`config.mk`:
```
export PLATFORM = sky130hd
export DESIGN_NAME = y86_seq_controller
export DESIGN_NICKNAME = d
export VERILOG_FILES = /design/src/rtl/y86_seq_controller.sv
export SDC_FILE = /design/constraint.sdc
export NUM_CORES = 1
export LEC_CHECK = 0
export CAP_MARGIN = 25
export CELL_PAD_IN_SITES_DETAIL_PLACEMENT = 1
export CELL_PAD_IN_SITES_GLOBAL_PLACEMENT = 1
export CORE_MARGIN = 2
export CORE_UTILIZATION = 42
export DETAILED_ROUTE_END_ITERATION = 10
export DONT_BUFFER_PORTS = 1
export PLACE_DENSITY = 0.78
export SYNTH_ARGS = -nofsm -noshare
export SYNTH_HDL_FRONTEND = slang
export SYNTH_SLANG_ARGS = --single-unit
```
`constraint.sdc`:
```
create_clock -name i_clock -period 1.98 [get_ports i_clock]
set_input_delay 0.396 -clock i_clock [delete_from_list [all_inputs] [get_ports i_clock]]
set_output_delay 0.396 -clock i_clock [all_outputs]
set_load 0.02 [all_outputs]
```
`src/rtl/y86_seq_controller.sv`:
```
// Stage sequencer and program loader for the Y-86 SEQ core: loads imem, steps F/D/E/M/W, owns STAT.
// Optional single-step mode (step input, PAUSE state) is enabled by defining Y86_SEQ_SINGLE_STEP_EN.
module y86_seq_controller #(
  parameter int IMEM_BYTES = 80,
  parameter int ADDR_W     = 7,
  parameter int CNT_W      = 32
) (
  input  logic              i_clock,
  input  logic              i_reset_n,
  input  logic              i_clear,
  input  logic              i_load_valid,
  input  logic [7:0]        i_load_byte,
  output logic              o_imem_we,
  output logic [ADDR_W-1:0] o_imem_addr,
  output logic [7:0]        o_imem_wdata,
  output logic              o_load_ovf,
  input  logic              i_start,
  input  logic [3:0]        i_icode,
  input  logic              i_instr_valid,
  input  logic [63:0]       i_pc,
  input  logic              i_dmem_err,
`ifdef Y86_SEQ_SINGLE_STEP_EN
  input  logic              i_step,
`endif
  output logic [4:0]        o_stage_en,
  output logic              o_pc_we,
  output logic [2:0]        o_stat,
  output logic              o_busy,
  output logic [CNT_W-1:0]  o_cycle_cnt,
  output logic [CNT_W-1:0]  o_instr_cnt
);

  localparam logic [ADDR_W-1:0] ADDR_LIM = ADDR_W'(IMEM_BYTES);
  localparam logic [63:0]       PC_LIM   = 64'(IMEM_BYTES);
  localparam logic [2:0] ST_AOK = 3'd1, ST_HLT = 3'd2, ST_ADR = 3'd3, ST_INS = 3'd4;

  typedef enum logic [3:0] {
    S_IDLE, S_FETCH, S_DECODE, S_EXECUTE, S_MEMORY, S_WRITEBACK, S_HALT, S_ERROR
`ifdef Y86_SEQ_SINGLE_STEP_EN
    , S_PAUSE
`endif
  } state_t;

  state_t             r_state, w_next;
  logic [ADDR_W-1:0]  r_imem_addr;
  logic               r_load_ovf;
  logic [2:0]         r_stat, w_stat_nxt;
  logic [CNT_W-1:0]   r_cycle_cnt, r_instr_cnt;
  logic [4:0]         r_stage_en, w_stage_nxt;
  logic               r_pc_we, w_pc_we_nxt;
  logic               w_accept, w_drop, w_retire, w_busy;

  always_comb begin
    w_next      = r_state;
    w_stat_nxt  = r_stat;
    w_pc_we_nxt = 1'b0;
    w_accept    = 1'b0;
    w_drop      = 1'b0;
    w_retire    = 1'b0;
    case (r_state)
      S_IDLE: begin
        w_accept = i_load_valid && (r_imem_addr < ADDR_LIM);
        w_drop   = i_load_valid && (r_imem_addr >= ADDR_LIM);
        if (i_start) w_next = S_FETCH;
      end
      S_FETCH: begin
        if (!i_instr_valid || (i_pc >= PC_LIM)) begin
          w_next     = S_ERROR;
          w_stat_nxt = ST_ADR;
        end else if (i_icode > 4'hB) begin
          w_next     = S_ERROR;
          w_stat_nxt = ST_INS;
        end else begin
          w_next = S_DECODE;
        end
      end
      S_DECODE:  w_next = S_EXECUTE;
      S_EXECUTE: w_next = S_MEMORY;
      S_MEMORY: begin
        if (i_dmem_err) begin
          w_next     = S_ERROR;
          w_stat_nxt = ST_ADR;
        end else begin
          w_next      = S_WRITEBACK;
          // pc_we is registered, so the halt test is made one cycle early
          w_pc_we_nxt = (i_icode != 4'h0);
        end
      end
      S_WRITEBACK: begin
        w_retire = 1'b1;
        if (i_icode == 4'h0) begin
          w_next     = S_HALT;
          w_stat_nxt = ST_HLT;
        end else begin
`ifdef Y86_SEQ_SINGLE_STEP_EN
          w_next = S_PAUSE;
`else
          w_next = S_FETCH;
`endif
        end
      end
`ifdef Y86_SEQ_SINGLE_STEP_EN
      S_PAUSE: if (i_step) w_next = S_FETCH;
`endif
      S_HALT, S_ERROR: w_next = r_state;
      default: w_next = S_IDLE;
    endcase
    if (i_clear) begin
      w_next      = S_IDLE;
      w_stat_nxt  = ST_AOK;
      w_pc_we_nxt = 1'b0;
      w_accept    = 1'b0;
      w_drop      = 1'b0;
      w_retire    = 1'b0;
    end
  end

  always_comb begin
    w_stage_nxt = 5'b00000;
    case (w_next)
      S_FETCH:     w_stage_nxt = 5'b10000;
      S_DECODE:    w_stage_nxt = 5'b01000;
      S_EXECUTE:   w_stage_nxt = 5'b00100;
      S_MEMORY:    w_stage_nxt = 5'b00010;
      S_WRITEBACK: w_stage_nxt = 5'b00001;
      default:     w_stage_nxt = 5'b00000;
    endcase
  end

  assign w_busy = (r_state == S_FETCH) || (r_state == S_DECODE) || (r_state == S_EXECUTE) ||
                  (r_state == S_MEMORY) || (r_state == S_WRITEBACK);

  always_ff @(posedge i_clock or negedge i_reset_n) begin
    if (!i_reset_n) begin
      r_state     <= S_IDLE;
      r_imem_addr <= '0;
      r_load_ovf  <= 1'b0;
      r_stat      <= ST_AOK;
      r_cycle_cnt <= '0;
      r_instr_cnt <= '0;
      r_stage_en  <= '0;
      r_pc_we     <= 1'b0;
    end else begin
      r_state    <= w_next;
      r_stage_en <= w_stage_nxt;
      r_pc_we    <= w_pc_we_nxt;
      r_stat     <= w_stat_nxt;
      if (i_clear) begin
        r_imem_addr <= '0;
        r_load_ovf  <= 1'b0;
        r_cycle_cnt <= '0;
        r_instr_cnt <= '0;
      end else begin
        if (w_accept) r_imem_addr <= r_imem_addr + 1'b1;
        if (w_drop)   r_load_ovf  <= 1'b1;
        if (w_busy && (r_cycle_cnt != '1))   r_cycle_cnt <= r_cycle_cnt + 1'b1;
        if (w_retire && (r_instr_cnt != '1)) r_instr_cnt <= r_instr_cnt + 1'b1;
      end
    end
  end

  assign o_imem_we    = w_accept;
  assign o_imem_addr  = r_imem_addr;
  assign o_imem_wdata = i_load_byte;
  assign o_load_ovf   = r_load_ovf;
  assign o_stage_en   = r_stage_en;
  assign o_pc_we      = r_pc_we;
  assign o_stat       = r_stat;
  assign o_busy       = w_busy;
  assign o_cycle_cnt  = r_cycle_cnt;
  assign o_instr_cnt  = r_instr_cnt;

endmodule

```
# After elaboration in Yosys (flattened, before gate mapping)

Cells that the tools add are included.
Widths: inputs -> output; s select.

Multiplexer cells: 31
Equal/unequal tests: 17
Shift-type cells: 0
Bitwise gates (word level): 0
Multiply operators: 0
Reduce and logical (&&, ||, !) cells: 20
$lt $le $gt $ge: 4
$add $sub $neg: 3
Divide/modulo/power cells: 0

Operator list:

| operator              | count |
|---|---|
| $mux 32               | 4 |
| $add 32x1->32 const B | 2 |
| $ge 64x7->1 const B   | 1 |
| $ne 32x32->1 const B  | 2 |
| $pmux 4 s7            | 1 |
| $pmux 5 s5            | 1 |
| $eq 4x3->1 const B    | 6 |
| $mux 3                | 8 |
| $eq 4x2->1 const B    | 4 |
| $mux 7                | 2 |
| $mux 1                | 11 |
| $pmux 3 s3            | 1 |
| $eq 4x1->1 const B    | 2 |
| $logic_not 4->1       | 2 |
| $mux 4                | 2 |
| $reduce_bool 2->1     | 4 |
| $reduce_bool 4->1     | 2 |
| $add 7x1->7 const B   | 1 |
| $ge 7x7->1 const B    | 1 |
| $lt 7x7->1 const B    | 1 |
| $ne 3x3->1 const B    | 2 |
| $logic_or 1x1->1      | 5 |
| $gt 4x4->1 const B    | 1 |
| $logic_and 1x1->1     | 4 |
| 5 further kinds       | 5 |

Bits of input ports: 83
Memory bits (writable): 0
Flip-flop bits (word level): 85
Latch bits: 0
Logic and storage cells: 83
Output and inout port bits: 91
Bits in read-only memories: 0
Memories kept: 0

# Depth between registers and ports, before layout

Word-level depth: 8
Gate-level depth with buffers: 7
Depth with buffers taken out: 6

# Worst setup path after synthesis

Ideal clock, no wire load.

Path type: register to register
Start: register r_cycle_cnt[0] (netlist: o_cycle_cnt[0])
End: register r_cycle_cnt[30] (netlist: o_cycle_cnt[30])
Stages on the path, launching flop included: 7
Setup time: 78 ps
Data required time: 1902 ps
Buffers on the path: 0
Data arrival time: 2138 ps
Slack: -236 ps
Clock period less this slack: 2216 ps
Path through: dfrtp_1 > ha_1 > and2_1 > nand4_4 > or4_4 > or4_1 > a21oi_1

Cells in the longest elaborated chain, start to end: 3
Elaborated cells on any way between the ends: 6
Classes of those cells: 1 x add/sub; 1 x eq/ne; 2 x mux; 2 x reduce/logical

RTL lines:

| element                                              | RTL line | source |
|---|---|---|
| start: declaration                                   | 48       | `logic [CNT_W-1:0] r_cycle_cnt, r_instr_cnt;` |
| start signal: assignment                             | 156      | `if (w_busy && (r_cycle_cnt != '1)) r_cycle_cnt <= r_cycle_cnt + 1'b1;` |
| $add 32x1->32 / $ne 32x32->1 (equally long branches) | 156      |  |
| $mux 32 / $logic_and 1x1->1 (equally long branches)  | 156      |  |
| $mux 32 / $reduce_bool 2->1 (equally long branches)  | -        |  |

Parallel ways exist; a longest one is shown, timed or not. The select of a mux whose other input is x is not followed.
A chain may end at the register's enable or synchronous reset.

# Worst setup path in the final report

Start: register r_instr_cnt[15] (netlist: o_instr_cnt[15])
End: register r_instr_cnt[18] (netlist: o_instr_cnt[18])

Cells in the longest elaborated chain, start to end: 3
Elaborated cells on any way between the ends: 6
Classes of those cells: 1 x add/sub; 1 x eq/ne; 2 x mux; 2 x reduce/logical

RTL lines:

| element                                              | RTL line | source |
|---|---|---|
| start: declaration                                   | 48       |  |
| start signal: assignment                             | 157      | `if (w_retire && (r_instr_cnt != '1)) r_instr_cnt <= r_instr_cnt + 1'b1;` |
| $add 32x1->32 / $ne 32x32->1 (equally long branches) | 157      |  |
| $mux 32 / $logic_and 1x1->1 (equally long branches)  | 157      |  |
| $mux 32 / $reduce_bool 2->1 (equally long branches)  | -        |  |

Parallel ways exist; a longest one is shown, timed or not. The select of a mux whose other input is x is not followed.

==> out/qor.csv <==
metric,value,unit
post-synthesis register bit count,85,
post-route ant nets,0,
nature of the critical path endpoint,flip-flop,
hpwl dp,11700,um
critical path peak fanout,5,
Iteration-0 DRC Markers,339,
WHS,-260,ps
Bufs and invs on worst path,1,
leak pwr,2.85,nW
Area Growth Syn to Fin,40.7,%
Placement Setup Slack,-87.3,ps
Tmin final,2120,ps
Max Slew Vio Count,0,
combinational power share,3.8,%
Clk pwr share,45.8,%
RSZ-0062 raised after global routing,true,
area occupied by multi-input gates,3100,um2
number of synthesized flops with an enable pin,0,
RD Place Congestion,0.829,
# clock sinks,85,
DRT Pass-1 Iters,7,
Seq pwr share,50.4,%
CP required,2210,ps
synth warn,0,
Switching Fraction,21.8,%
crit-path max cell delay,500,ps
Max Root-Sink Buffers,2,
Syn Nets,635,
internal power,2.73,mW
most frequent cell after synthesis,dfrtp_1,
Post-synth top flop,dfrtp_1,
HP Class,in2async,
htree depth,3,
Critical Path AT,2350,ps
post-synthesis async set-or-reset flop share,100,%
share of layout cells above drive strength 1,41.2,%
clk root buf,clkbuf_16,
first-pass GRT wire length,26500,um
row cnt,39,
Clock Pin Slew Worst Setup and Hold Paths,60,ps
vias in the first global route,5300,
DIE WIDTH,113,um
final-stage net count,759,
vias,5262,
power per cell area,499,nW/um2
Starting Density,43.3,%
Post-route DRC,7,
Max Clock Skew,5.18,ps
Tcrit/Tclk final,107,%
Sw Pwr,0.764,mW
Worst Max-Slew Pin Slew,562,ps
core area,11500,um2
FILL cells,1251,
CP Class,reg2reg,
"area leader, netlist",dfrtp_1,
synth cell count leaders,"dfrtp_1, a21oi_1, nand2_1, nor2_1, o31ai_1",
post-synthesis sequential area ratio,42.7,%
setup violators final,32,
syn avg cell area,9.09,um2
Via density,6.42,
Ports,174,
top post-synthesis cells by area,"dfrtp_1, a21oi_1, o31ai_1",
failing checks,"DRC, hold timing, setup timing",
"Slowest-stage cell, CP",nor4_2,
Final WS setup,-137,ps
GRT Util Overall,26.1,%
CTS tree,built,
max frequency,472,MHz
cells after synthesis,548,
slew margin rel.,62.3,%
"delay-heaviest family, CP",simple AND/OR/NAND/NOR gates,
initial antenna violation count,0,
largest net degree at the start of global routing,90,
critical-path cell list,and4_4 > nand4_1 > nor4_2 > buf_4 > nor4_4 > mux2_4,
I/O Buffers,0,
cell area after synthesis,4980,um2
Inserted Clock Buffers,9,
setup TNS,-1670,ps
drt wl/cell,24.4,um
gr ovfl total,0,
Yosys top cell area share,42.2,%
Peak VDD IR,0.000352,V
WL final,20000,um
worst skew pair latency,350,ps
Startpoint Class,flip-flop,
Antenna Cells,0,
Die Footprint,12700,um2
final hold viol count,85,
status,finished with violations,
die height,113,um
max-cap violation count,0,
FF/Latch Area,2140,um2
synth unique cells,59,
## power by group through the flow
stage / clock [mW] / sequential (mW) / combinational (mW)
4_1_cts: 1.62 / 1.76 / 0.119
5_1_grt: 1.68 / 1.76 / 0.146
2_1_floorplan: 0 / 1.79 / 0.111
6_report: 1.60 / 1.76 / 0.133
3_3_place_gp: 0 / 1.79 / 0.0935
3_5_place_dp: 0 / 1.79 / 0.0981
## cell type report
class,count,share of cell area (%)
Tap cell,143,2.55
Clock buffer,15,3.82
Multi-Input combinational cell,416,44.2
Sequential cell,85,30.6
Inverter,11,0.625
Timing Repair Buffer,149,18.1
Clock inverter,1,0.0714
## worst reg2reg max path: stages (launching register included)
cell	delay [ps]
dfrtp_1	360
and4_4	260
nand4_1	280
nor4_2	500
buf_4	250
nor4_4	70
mux2_4	290
## placed cells by master, fill, tap and decap left out, drive strengths merged, types with 11 or more instances in the layout
master  instances
nand3          23
o31ai          30
nor4           28
clkbuf         17
buf           147
nand4          20
dfrtp          84
a21oi          57
o21ai          23
or4            29
nor2           39
xnor2          12
or3            22
nand2          39
and2           11
inv            11
## timing repair
action / in CTS / in global routing
pin swaps: 17 / 31
gates cloned: 1 / 4
hold endpoints to repair: 85 / 85
endpoints found under the setup margin: 26 / 51
resized for setup: 35 / 86
setup buffers: 11 / 29
## state kept, by name, indices dropped and copies added, names as in the netlist
register and cells:
o_cycle_cnt 32, o_imem_addr 7, o_instr_cnt 32, o_load_ovf 1
o_pc_we 1, o_stage_en 5, o_stat 3, r_state 4
## routing by layer
metal | global-route usage [%] | up-vias | share of wire [%]
met5 | 0 | - | 0
met4 | 11.8 | 0 | 3.5
met3 | 4.34 | 51 | 4.7
met2 | 48.7 | 203 | 55
met1 | 29.0 | 2688 | 37
li1 | - | 2320 | -
## path summary, 6_finish.rpt
kind	slack (ps)	cells after the start	to	start
setup / recovery	-140	6	o_instr_cnt[18]$_DFFE_PN0P_	o_instr_cnt[15]$_DFFE_PN0P_
hold / removal	-260	0	o_cycle_cnt[26]$_DFFE_PN0P_	i_reset_n
setup reg to reg	-140	6	o_instr_cnt[18]$_DFFE_PN0P_	o_instr_cnt[15]$_DFFE_PN0P_
hold reg to reg	620	2	o_instr_cnt[21]$_DFFE_PN0P_	o_instr_cnt[21]$_DFFE_PN0P_
max in group asynchronous	2050	0	o_stat[0]$_DFFE_PN1P_	i_reset_n
min in group i_clock	110	1	o_cycle_cnt[12]$_DFFE_PN0P_	i_clear
## stage by stage
step                      util (%)  hold slack, ps  power (mW)  instances  instance area, um2
after global routing          60.9            -265        3.59        820                7010
after detailed placement      50.7             103        1.89        761                5840
after floorplan                  -             100        1.90        548                5050
after global placement        50.7             104        1.89        761                5840
after CTS                     55.4            -264        3.50        789                6380
final                         60.9            -260        3.50        820                7010
## cell families after synthesis
logic type	Yosys count	synth area share [%]
muxes	8	1.78
other	1	0.0753
buffers and inverters	48	4.85
DFF	85	42.7
AOI/OAI and AO/OA	131	16.1
xor gates and xnor gates	13	2.29
and+or+nand+nor	258	31.2
adders and majority gates	4	1.00
Power figures use the tool's default switching activity.
